**src/rtl/display_scan_scheduler.sv**
```systemverilog
// Time-multiplexed 7-segment scan controller: per digit, one dead-time guard tick,
// then a PWM lit window and a dark remainder, all advanced by the refresh strobe.
module display_scan_scheduler #(
  parameter int N_DIGITS = 4,
  parameter int DUTY_W   = 3
) (
  input  logic                        Clk_signal,
  input  logic                        Reset_n,
  input  logic                        enable,
  input  logic                        refresh_tick,
  input  logic [N_DIGITS-1:0]         digit_mask,
  input  logic [DUTY_W-1:0]           brightness,
  output logic [N_DIGITS-1:0]         an_n,
  output logic [$clog2(N_DIGITS)-1:0] digit_sel,
  output logic                        frame_start,
  output logic                        busy
);

  localparam int SEL_W = $clog2(N_DIGITS);
  localparam logic [DUTY_W-1:0] CNT_MAX = {DUTY_W{1'b1}};

  typedef enum logic [1:0] {IDLE, GUARD, LIT, DARK} state_t;

  state_t              state_reg, state_next;
  logic [DUTY_W-1:0]   slot_cnt_reg, slot_cnt_next;
  logic [SEL_W-1:0]    digit_sel_reg, digit_sel_next;
  logic [N_DIGITS-1:0] mask_lat_reg, mask_lat_next;
  logic [DUTY_W-1:0]   br_lat_reg, br_lat_next;
  logic                frame_start_reg, frame_start_next;

  logic [SEL_W-1:0]    low_idx;
  logic [SEL_W-1:0]    next_idx;
  logic                next_found;
  logic                start_ok;
  logic                slot_end;
  logic [DUTY_W-1:0]   cnt_inc;

  // Lowest enabled digit of the live mask (used whenever a new frame begins).
  always_comb begin
    low_idx = '0;
    for (int i = N_DIGITS - 1; i >= 0; i--) begin
      if (digit_mask[i]) low_idx = SEL_W'(i);
    end
  end

  // Next enabled digit of the latched mask strictly above the current one.
  always_comb begin
    next_idx   = '0;
    next_found = 1'b0;
    for (int i = N_DIGITS - 1; i >= 0; i--) begin
      if (mask_lat_reg[i] && (i > int'(digit_sel_reg))) begin
        next_idx   = SEL_W'(i);
        next_found = 1'b1;
      end
    end
  end

  assign start_ok = enable && (|digit_mask);
  assign cnt_inc  = slot_cnt_reg + 1'b1;

  always_comb begin
    state_next       = state_reg;
    slot_cnt_next    = slot_cnt_reg;
    digit_sel_next   = digit_sel_reg;
    mask_lat_next    = mask_lat_reg;
    br_lat_next      = br_lat_reg;
    frame_start_next = 1'b0;
    slot_end         = 1'b0;

    case (state_reg)
      IDLE: begin
        if (start_ok && refresh_tick) begin
          mask_lat_next    = digit_mask;
          br_lat_next      = brightness;
          digit_sel_next   = low_idx;
          slot_cnt_next    = '0;
          state_next       = GUARD;
          frame_start_next = 1'b1;
        end
      end
      GUARD: begin
        if (refresh_tick) begin
          slot_cnt_next = {{(DUTY_W-1){1'b0}}, 1'b1};
          state_next    = (br_lat_reg != '0) ? LIT : DARK;
        end
      end
      LIT: begin
        if (refresh_tick) begin
          if (slot_cnt_reg == CNT_MAX) begin
            slot_end = 1'b1;
          end else begin
            slot_cnt_next = cnt_inc;
            if (cnt_inc > br_lat_reg) state_next = DARK;
          end
        end
      end
      DARK: begin
        if (refresh_tick) begin
          if (slot_cnt_reg == CNT_MAX) slot_end = 1'b1;
          else                         slot_cnt_next = cnt_inc;
        end
      end
      default: state_next = IDLE;
    endcase

    if (slot_end) begin
      slot_cnt_next = '0;
      if (next_found) begin
        digit_sel_next = next_idx;
        state_next     = GUARD;
      end else begin
        // Frame boundary: mid-frame input changes take effect only here.
        mask_lat_next = digit_mask;
        br_lat_next   = brightness;
        if (start_ok) begin
          digit_sel_next   = low_idx;
          state_next       = GUARD;
          frame_start_next = 1'b1;
        end else begin
          digit_sel_next = '0;
          state_next     = IDLE;
        end
      end
    end

    // Disable wins over any simultaneous tick.
    if ((state_reg != IDLE) && !enable) begin
      state_next       = IDLE;
      slot_cnt_next    = '0;
      digit_sel_next   = '0;
      frame_start_next = 1'b0;
    end
  end

  always_ff @(posedge Clk_signal or negedge Reset_n) begin
    if (!Reset_n) begin
      state_reg       <= IDLE;
      slot_cnt_reg    <= '0;
      digit_sel_reg   <= '0;
      mask_lat_reg    <= '0;
      br_lat_reg      <= '0;
      frame_start_reg <= 1'b0;
    end else begin
      state_reg       <= state_next;
      slot_cnt_reg    <= slot_cnt_next;
      digit_sel_reg   <= digit_sel_next;
      mask_lat_reg    <= mask_lat_next;
      br_lat_reg      <= br_lat_next;
      frame_start_reg <= frame_start_next;
    end
  end

  genvar gi;
  generate
    for (gi = 0; gi < N_DIGITS; gi++) begin : g_anode
      assign an_n[gi] = !((state_reg == LIT) && (digit_sel_reg == SEL_W'(gi)));
    end
  endgenerate

  assign digit_sel   = digit_sel_reg;
  assign frame_start = frame_start_reg;
  assign busy        = (state_reg != IDLE);

endmodule

```
**config.mk**
```make
export PLATFORM = sky130hd
export DESIGN_NAME = display_scan_scheduler
export DESIGN_NICKNAME = d
export VERILOG_FILES = /design/src/rtl/display_scan_scheduler.sv
export SDC_FILE = /design/constraint.sdc
export NUM_CORES = 1
export LEC_CHECK = 0
export CAP_MARGIN = 20
export CORE_ASPECT_RATIO = 0.75
export CORE_MARGIN = 4
export CORE_UTILIZATION = 55
export DETAILED_ROUTE_END_ITERATION = 10
export GPL_ROUTABILITY_DRIVEN = 0
export GPL_TIMING_DRIVEN = 0
export PLACE_DENSITY = 0.94
export SLEW_MARGIN = 20
export SYNTH_ARGS = -nofsm -noshare
export SYNTH_HDL_FRONTEND = slang
export SYNTH_SLANG_ARGS = --single-unit
```
**constraint.sdc**
```tcl
create_clock -name Clk_signal -period 4.5 [get_ports Clk_signal]
set_clock_uncertainty 0.15 [all_clocks]
set_input_delay 1.35 -clock Clk_signal [delete_from_list [all_inputs] [get_ports Clk_signal]]
set_output_delay 1.35 -clock Clk_signal [all_outputs]
set_load 0.01 [all_outputs]
```
==> results.json, run 1 <==
{
  "grt_start_max_net_pins": 15,
  "worst_hold_path_type": "flop to flop",
  "post_cts.resized_instances": 0,
  "core_sq_um": 1740,
  "synth_seq_cells": 14,
  "rows": 13,
  "detailedRoute.firstPassIterationCount": 4,
  "status": "finished clean",
  "yosys_warnings": 0,
  "chipWidth_um": 57.63,
  "finalNetCount": 151,
  "cp_bufs_invs": 3,
  "flow.area_growth_from_synthesis_pct": 24.01,
  "finalWorstPathRequiredPeriod_ps": 3361,
  "post-route-drc-count": 0,
  "power.density_cell_area_nw_per_um2": 649.3,
  "cp-end-kind": "primary output",
  "worst-endpoint-required_ps": 3000,
  "ant_nets": 0,
  "worst_slew_pin_slew_ps": 636.9,
  "initial_utilization_pct": 58.38,
  "vias_per_cell": 6.238,
  "first_iter_violations": 45,
  "postCtsSetupRepairBufs": 0,
  "final_layout_size_suffix_gt1_share_pct": 11.63,
  "cts_hold_repair.buffers": 0,
  "wire_per_inst_um": 16.17,
  "numCtsBuffers": 3,
  "critPathLaunch": "state_reg[0]",
  "ys_async_sr_fraction_pct": 100.0,
  "grt_setup_unrepaired": "false",
  "number_of_antenna_violations_at_the_first_check_in_global_routing": 0,
  "via_count": 942,
  "syn_area_sq_um": 1016,
  "chipHeight_um": 45.22,
  "ys_seq_area_share_pct": 34.48,
  "wl_um": 2442,
  "buffer_ports.inserted": 18,
  "grt_pass1_vias": 943,
  "synth_top_cell_by_area": "dfrtp_1",
  "setup_tns_ps": 0,
  "netlist.area_leader.share_pct": 34.48,
  "worst_slack_ps": 1139,
  "clkTransAtPathRegs_ps": 90,
  "finalHoldViolCount": 0,
  "power.static_leakage_nw": 0.5635,
  "fmax_ghz": 0.2975,
  "place_ws_ps": 978.0,
  "cpLargestDelayFamily": "buffers and inverters",
  "synth_area_leaders": "dfrtp_1, ha_1, mux2_2",
  "die-area_sq_um": 2606,
  "clk_root_buffer_cell": "clkbuf_4",
  "tritoncts_sinks": 14,
  "ctsLongestPathBuffers": 2,
  "globalRouteOverflowTotal": 0,
  "critical_path_type": "flop to primary output",
  "design.portCount": 19,
  "fin_util_pct": 72.39,
  "top_post_synthesis_cells_by_count": "dfrtp_1, ha_1, nand2_1",
  "ff2ff_path_depth": 7,
  "crit_path_max_fanout": 10,
  "grt_pass1_wl_um": 4071,
  "timing.hold.ws_ps": 401.6,
  "worst_setup_path_endpoint": "an_n[2]",
  "setup-violations-final": 0,
  "post_synth_num_cell_types": 34,
  "fill_cells": 130,
  "crit_arrival_ps": 1860,
  "clkLatencyLatePin_ps": 280,
  "ff2ff_setup_slack_ps": 1950,
  "cp-start-kind": "flop",
  "vdd_drop_max_mv": 0.4298,
  "slew_headroom_pct": 57.36,
  "grt_usage_pct": 20.21,
  "critical_path.slowest_cell": "clkdlybuf4s50_1",
  "worstReg2RegStart": "state_reg[0]",
  "postSynthNetCount": 128,
  "timing.critical_path.depth": 5,
  "cts_max_level": 1,
  "crit_path_cell_chain": "inv_1 > ha_1 > buf_2 > nand3b_1 > clkdlybuf4s50_1",
  "most_used_standard_cell_by_instance_count_after_synthesis": "dfrtp_1",
  "critical_path.reg2reg.endpoint": "slot_cnt_reg[0]",
  "timing_max_transition_violations_final": 0,
  "cts_tree": "done",
  "num_antenna_cells": 0,
  "synth_area_per_cell_sq_um": 9.495,
  "synth_edf_count": 0,
  "timing.final.crit_share_pct": 74.70,
  "synth_flop_cell": "dfrtp_1",
  "cpPeakStageDelay_ps": 530,
  "max_cap_viol_count": 0,
  "synth_cells": 107,
  "detailedPlacementHpwl_um": 1880
}
==> worst min-delay path by stage <==
stage,to,depth (start not counted),slack [ps],from
2_1_floorplan,slot_cnt_reg[1],2,300,slot_cnt_reg[1]
3_3_place_gp,slot_cnt_reg[2],2,320,slot_cnt_reg[2]
3_5_place_dp,slot_cnt_reg[1],2,360,slot_cnt_reg[1]
4_1_cts,slot_cnt_reg[1],2,390,slot_cnt_reg[1]
5_1_grt,slot_cnt_reg[2],2,410,slot_cnt_reg[2]
6_report,br_lat_reg[1],1,400,br_lat_reg[1]
==> logic make-up after synthesis <==
kind of cell | share of synthesized area, %
AND/OR/NAND/NOR | 19.70
AO/OA/AOI/OAI | 21.43
adder cells (fa/ha/maj) | 12.32
multiplexers | 8.620
buffers and inverters | 3.448
flip-flops | 34.48
==> layout by cell type (no fill, tap or decap), drive strengths merged <==
cell type,Yosys,routed
buf,1,1
o21a,1,1
o41ai,1,1
and3,1,1
a21oi,6,6
a22oi,1,1
a2bb2oi,1,1
ha,10,10
nand3b,2,2
o22a,2,2
nor2b,4,4
a2111o,1,1
o21ai,6,6
inv,8,8
or4,1,1
nor2,6,6
or3,1,1
nor3b,2,2
a32o,1,1
o31ai,3,3
nand3,5,5
nor4b,2,2
o22ai,2,2
o211ai,1,1
clkdlybuf4s50,0,18
a41oi,1,1
dfrtp,14,14
mux2,6,6
or2,1,1
nand2,9,9
a211o,1,1
clkbuf,0,4
mux2i,2,2
nor3,3,3
a22o,1,1
==> power breakdown <==
part | leakage, nW | total, mW | switching, mW | internal [mW]
clock network | 0.0210 | 0.0893 | 0.0401 | 0.0492
logic | 0.368 | 0.483 | 0.251 | 0.232
registers | 0.174 | 0.246 | 0.0638 | 0.182
==> worst register-to-register path, delay by kind of cell, from the launching register on <==
kind | cells | cell delay (ps)
AO/OA/AOI/OAI | 4 | 1300
flip-flops | 1 | 420
adder cells (fa/ha/maj) | 1 | 240
AND/OR/NAND/NOR | 1 | 230
buffers and inverters | 1 | 110
==> routing by layer <==
metal | track usage [%] | up-vias | wire, um
li1 | - | 440 | -
met1 | 24.82 | 454 | 1061
met2 | 33.78 | 46 | 1190
met3 | 7.714 | 2 | 182
met4 | 5.093 | 0 | 8
met5 | 0 | - | 0
==> final cells by class <==
type | instances | area (sq um) | area share (%)
timing repair buffer | 18 | 180.2 | 14.30
clock buffer | 4 | 36.28 | 2.880
inverter | 8 | 30.03 | 2.383
buffer | 1 | 5.005 | 0.3972
tap | 22 | 27.53 | 2.185
sequential | 14 | 350.3 | 27.81
multi-input combinational | 84 | 630.6 | 50.05
==> through the flow <==
step	total power [mW]	cells	cell area, sq um
floorplan	0.5637	107	1016
global placement	0.6834	147	1224
detailed placement	0.7177	147	1224
CTS	0.8091	151	1260
global route	0.8807	151	1260
finish	0.8180	151	1260
(Power assumes the default switching activity.)
==> run 2, diff against run 1 <==
Settings changed: CORE_UTILIZATION 55 to 51, PLACE_DENSITY 0.94 to 0.88.
Clock period 4.5 ns to 3.15 ns, I/O delays scaled along.
==> results.json, run 2 (synthesized netlist as in run 1, its figures left out) <==
{
  "ctsLongestPathBuffers": 2,
  "wl_um": 2254,
  "cp-end-kind": "primary output",
  "worst_hold_path_type": "flop to flop",
  "power_mw": 1.119,
  "chipWidth_um": 59.54,
  "critical_path.reg2reg.endpoint": "slot_cnt_reg[0]",
  "cts_max_level": 1,
  "layout.cells.most_common": "clkdlybuf4s50_1",
  "core_sq_um": 1805,
  "grt_setup_unrepaired": "false",
  "first_iter_violations": 42,
  "critPathLaunch": "state_reg[0]",
  "crit_arrival_ps": 1840,
  "worstReg2RegStart": "state_reg[0]",
  "die-area_sq_um": 2778,
  "clkTransAtPathRegs_ps": 80,
  "fin_util_pct": 69.02,
  "vdd_drop_max_mv": 0.7407,
  "p_int_mw": 0.6308,
  "hold_end": "slot_cnt_reg[1]",
  "netSwitchingFraction_pct": 43.62,
  "worst-endpoint-required_ps": 2050,
  "detailedRoute.firstPassIterationCount": 5,
  "grt_pass1_vias": 821,
  "fmax_ghz": 0.3407,
  "post_cts.resized_instances": 0,
  "ff2ff_path_depth": 7,
  "clk_root_buffer_cell": "clkbuf_4",
  "design.portCount": 19,
  "reg_power_share_pct": 31.4,
  "cts_hold_repair.buffers": 0,
  "initial_utilization_pct": 56.27,
  "chipHeight_um": 46.66,
  "vias_per_cell": 6.033,
  "finalNetCount": 151,
  "grt_usage_pct": 18.75,
  "flow.area_growth_from_synthesis_pct": 22.66,
  "numCtsBuffers": 3,
  "detailedPlacementHpwl_um": 1788,
  "ant_nets": 0,
  "switching_power_of_the_nets_mw": 0.4880,
  "rows": 13,
  "setup_tns_ps": 0,
  "tritoncts_sinks": 14,
  "post-route-drc-count": 0,
  "max_cap_viol_count": 0,
  "clkLatencyLatePin_ps": 280,
  "worst_hold_path.num_cells": 2,
  "power.static_leakage_nw": 0.5563,
  "slew_headroom_pct": 58.66,
  "finalHoldViolCount": 0,
  "power.share.clock_pct": 9.0,
  "wire_per_inst_um": 15.03,
  "globalRouteOverflowTotal": 0,
  "ff2ff_setup_slack_ps": 820,
  "buffer_ports.inserted": 18,
  "num_antenna_cells": 0,
  "status": "finished clean",
  "worst_slew_pin_slew_ps": 618.2,
  "multi_input_comb_area_sq_um": 630.6,
  "grt_start_max_net_pins": 15,
  "via_count": 905,
  "setup-violations-final": 0,
  "hold_path.startpoint": "slot_cnt_reg[1]",
  "timing.final.crit_share_pct": 93.18,
  "cts_tree": "done",
  "final_layout_size_suffix_gt1_share_pct": 10.94,
  "cp-start-kind": "flop",
  "critical_path_type": "flop to primary output",
  "postCtsSetupRepairBufs": 0,
  "most-common-layout-cells": "clkdlybuf4s50_1, dfrtp_1, ha_1",
  "power.density_cell_area_nw_per_um2": 897.7,
  "finalWorstPathRequiredPeriod_ps": 2935,
  "register_area_sq_um": 350.3,
  "fill_cells": 127,
  "grt_pass1_wl_um": 3760,
  "combinationalPowerShare_pct": 59.7,
  "number_of_antenna_violations_at_the_first_check_in_global_routing": 0,
  "crit_path_max_fanout": 10,
  "timing_max_transition_violations_final": 0
}
-- run 2: routing by layer --
layer / track usage [%] / up-vias / share of wire (%)
met3: 6.162 / 2 / 7.4
met4: 7.522 / 0 / 1.0
met5: 0 / - / 0
met2: 28.76 / 39 / 47
met1: 24.45 / 417 / 45
li1: - / 447 / -
-- run 2: stage by stage --
step / hold slack, ps / instance area (sq um) / setup WS (ps) / instances
finish: 343.9 / 1246 / 214.7 / 150
detailed placement: 335.1 / 1224 / 73.52 / 147
global route: 396.7 / 1246 / 83.11 / 150
floorplan: 303.8 / 1016 / 647.5 / 107
global placement: 320.8 / 1224 / 93.89 / 147
CTS: 353.9 / 1246 / 193.6 / 150
-- run 2: area by class of cell --
type / instances / area share (%)
plain buffers: 1 / 0.4016
clock buffers: 3 / 1.807
inverters: 8 / 2.410
multi-input cells: 84 / 50.60
flip-flops and latches: 14 / 28.11
well taps: 22 / 2.209
repair buffers: 18 / 14.46
-- run 2: critical path, stage by stage (launching register included) --
cell,delay (ps)
dfrtp_1,390
inv_1,110
ha_1,230
buf_2,190
nand3b_1,100
clkdlybuf4s50_1,540
-- run 2: how the worst max path moves through the flow --
stage | to | slack [ps]
4_1_cts | an_n[2] | 190
3_3_place_gp | mask_lat_reg[3] | 90
3_5_place_dp | mask_lat_reg[2] | 70
5_1_grt | an_n[2] | 80
2_1_floorplan | br_lat_reg[0] | 650
6_report | an_n[2] | 210
-- run 2: power groups by stage --
stage               Combinational, mW  Sequential [mW]  Clock (mW)
global placement                0.636            0.344           0
floorplan                       0.473            0.333           0
global route                    0.740            0.363       0.113
detailed placement              0.660            0.352           0
CTS                             0.665            0.348       0.105
finish                          0.668            0.351       0.100
==> edit 1, RTL diff (flow settings as in run 2) <==
Make the reset (`Reset_n`) synchronous in one clocked block.
--- a/src/rtl/display_scan_scheduler.sv
+++ b/src/rtl/display_scan_scheduler.sv
@@ -134,3 +134,3 @@
 
-  always_ff @(posedge Clk_signal or negedge Reset_n) begin
+  always_ff @(posedge Clk_signal) begin
     if (!Reset_n) begin
Check against the original RTL: differs if Reset_n is asserted again (counterexample within 4 cycles, from zero or initial values and one cycle with Reset_n low); with Reset_n held inactive, the same outputs for 10 cycles.
==> edit 1 against run 2 <==
Area after synthesis down 3.9%; wire length up 0.27%; sequential cell count unchanged; worst setup slack worse by 110 ps; critical path depth up 1; final area down 3.0%; critical path type unchanged; critical endpoint is now an_n[0].
Power is not compared: it rests on default switching activity, and its combinational part moved more than twofold at a synthesized area within 25%.
==> edit 1: results (changes against run 2) <==
[worst_setup_path]
rr_endpoint=state_reg[1]
startpoint=state_reg[0]
crit_end=an_n[0]
r2r_cells=8  ; +1
reg2reg_from=slot_cnt_reg[0]

[min_path]
whs_endpoint=br_lat_reg[1]
hold_start=br_lat_reg[1]

[finish]
final_nets=169  ; +12%
antenna_cells=0  ; unchanged
fin_util_pct=68.2  ; -0.85 points

[run_status]
status=finished, final reports clean

[grt]
grt.met3_usage_pct=6.80  ; +0.64 points
grt_util_met2_pct=31.2  ; +2.4 points
grt_pass1_wl_mm=3.93  ; +4.4%
grt_use_met1_pct=23.9  ; -0.54 points
track_usage_pct=19.4  ; +0.65 points
grt_pass1_vias=924  ; +13%
grt_max_degree=11  ; -4

[yosys]
synth_compound_area_share_pct=24.4  ; +2.9 points
synthTopCellsByCount=dfxtp_1, nor2_1, ha_1, inv_1, nand3_1
synthCells=125  ; +17%
syn-num-nets=146  ; +14%
seq_area_frac_synth_pct=28.7  ; -5.8 points
synthAdderAreaFrac_pct=12.8  ; +0.51 points
synth.area.mux_share_pct=4.23  ; -4.4 points
synthTopCellsByArea=dfxtp_1, ha_1, nor2_1
synth_cell_types=37  ; +8.8%

[sta]
hold_slack_ps=316  ; -28.3 ps
slew_headroom_pct=56.9  ; -1.8 points

[placement]
dp_hpwl_mm=1.81  ; +1.4%
dpl_worst_slack_ps=72.3  ; -1.26 ps
placedInstanceArea_mm2=0.00118  ; -3.3%

[drt]
wl_mm=2.26  ; +0.27%
vias_per_cell=5.76  ; -4.6%
firstDrtPassIters=4  ; -1
wl_per_cell_um=13.5  ; -10%
drt_iter0_drc=37  ; -12%

[clock_network]
cts_resized=1  ; +1

[edit 1: cell count changes in the layout (fill, tap and decap cells not counted), sizes merged, moves of 5 or more]
cell	delta
dfrtp	-14
dfxtp	+14
mux2	-5
nand2b	+6
nor2	+7
o21ai	+8
[edit 1: critical path, cell delays in order, from the launching register on]
cell             delay [ps]
dfxtp_1                 360
inv_2                   110
ha_1                    150
buf_4                   170
inv_1                    90
or3_1                   300
clkdlybuf4s50_1         480
[edit 1: final cells by class]
class                   instances  share of cell area [%]
plain buffers                   4                    1.66
clock buffers                   3                    1.86
inverters                      10                    3.11
multi-input cells              97                    53.0
flip-flops and latches         14                    23.2
well taps                      22                    2.28
repair buffers                 18                    14.9
[edit 1: routing by layer]
| layer | part of all wire (%) | routed length (µm) |
|---|---|---|
| met5 | 0 | 0 |
| met4 | 2.0 | 46 |
| met3 | 7.2 | 163 |
| met2 | 43 | 979 |
| met1 | 47 | 1070 |
==> edit 2, RTL diff (flow settings as in run 2) <==
Made on the original files. The parameter `DUTY_W` goes from 3 to 4.
--- a/src/rtl/display_scan_scheduler.sv
+++ b/src/rtl/display_scan_scheduler.sv
@@ -4,3 +4,3 @@
   parameter int N_DIGITS = 4,
-  parameter int DUTY_W   = 3
+  parameter int DUTY_W   = 4
 ) (
Interface: changed (resized brightness); port bits go from 19 to 20. The function was not compared with the original's and may differ.
==> edit 2 against run 2 <==
Fmax up 0.47%; wire length up 21%; highest routed layer unchanged; critical endpoint is now an_n[3]; die area up 16%; total power up 4.6%; non-clock buffer count up 3; worst setup slack better by 14 ps; clock power up 39%; synthesized cell count up 25%; sequential cell count up 2; register-to-register slack worse by 140 ps; final area up 18%; largest cell class unchanged; area after synthesis up 19%; final cell count up 26%.
==> edit 2: results (changes against run 2) <==
[pwr]
ir_drop_uv=417  ; -44%

[worst_setup_path]
reg2reg_from=slot_cnt_reg[0]

[drt]
m1WireLength_mm=1.29  ; +27%
drt_iter0_drc=71  ; +69%
wl_met3_um=136  ; -18%
wl_mm=2.72  ; +21%
wl_per_cell_um=14.4  ; -4.3%
vias_per_cell=5.59  ; -7.4%
dr_wl_met2_mm=1.27  ; +21%

[min_path]
hold_start=mask_lat_reg[2]
hold_depth=1  ; -1
whs_endpoint=mask_lat_reg[2]

[yosys]
synth-xor-area-share_pct=1.45  ; +1.5 points
synth_compound_area_share_pct=17.7  ; -3.8 points
synth.area.mux_share_pct=7.58  ; -1.0 points
synthTopCellsByCount=dfrtp_1, inv_1, nand2_1
seq_area_frac_synth_pct=33.2  ; -1.3 points
synthCells=134  ; +25%
synthAdderAreaFrac_pct=10.4  ; -1.9 points

[grt]
grt_pass1_vias=1034  ; +26%
grt_max_degree=17  ; +2
track_usage_pct=18.3  ; -0.42 points
grt.met3_usage_pct=5.45  ; -0.71 points

[placement]
placedInstanceArea_mm2=0.00144  ; +17%
port_buffers=19  ; +1

[sta]
slew_headroom_pct=52.6  ; -6.1 points

[finish]
final_nets=180  ; +19%
area_growth_pct=22.1
drive_above_1_share_pct=14.0  ; +3.1 points

[clock_network]
path_clk_slew_ps=100  ; +20 ps

[run_status]
status=finished, final reports clean

[edit 2: cell types whose count changed in the layout (fill, tap and decap cells not counted), moves of 4 or more]
cell,before,now
a21oi_1,5,10
inv_1,8,14
mux2_2,6,1
mux2_4,0,4
nand2_1,9,14
nor2_1,6,11
nor2b_1,4,0
o21ai_0,6,11
[edit 2: per-stage QoR]
stage	setup slack (ps)	hold WS (ps)
after floorplan	578	348
after global placement	35.0	379
after detailed placement	16.5	387
after CTS	222	412
after global routing	87.1	446
final	229	404
[edit 2: cells by family (layout without fill, tap and decap cells)]
kind of cell,count (synthesis),in the layout
AO/OA/AOI/OAI,34,34
flip-flops,16,16
adder cells (fa/ha/maj),10,10
XOR/XNOR,2,2
buffers and inverters,17,40
multiplexers,7,7
AND/OR/NAND/NOR,48,48
[edit 2: power by group through the flow]
stage	Clock [mW]	Combinational (mW)	Sequential, mW
after global placement	0	0.637	0.355
final	0.139	0.674	0.357
after CTS	0.141	0.674	0.356
after global routing	0.156	0.759	0.371
after floorplan	0	0.491	0.343
after detailed placement	0	0.667	0.360
[edit 2: cell type report]
| type | instances | area (µm²) |
|---|---|---|
| Multi-Input combinational cell | 101 | 724 |
| Sequential cell | 16 | 400 |
| Fill cell | 173 | 648 |
| Clock buffer | 4 | 36.3 |
| Tap cell | 32 | 40.0 |
| Buffer | 3 | 27.5 |
| Inverter | 14 | 52.6 |
| Timing Repair Buffer | 19 | 190 |
[edit 2: worst max path at each step]
stage	to	slack [ps]
4_1_cts	an_n[3]	220
3_5_place_dp	mask_lat_reg[1]	20
5_1_grt	an_n[3]	90
2_1_floorplan	state_reg[0]	580
6_report	an_n[3]	230
3_3_place_gp	state_reg[0]	40
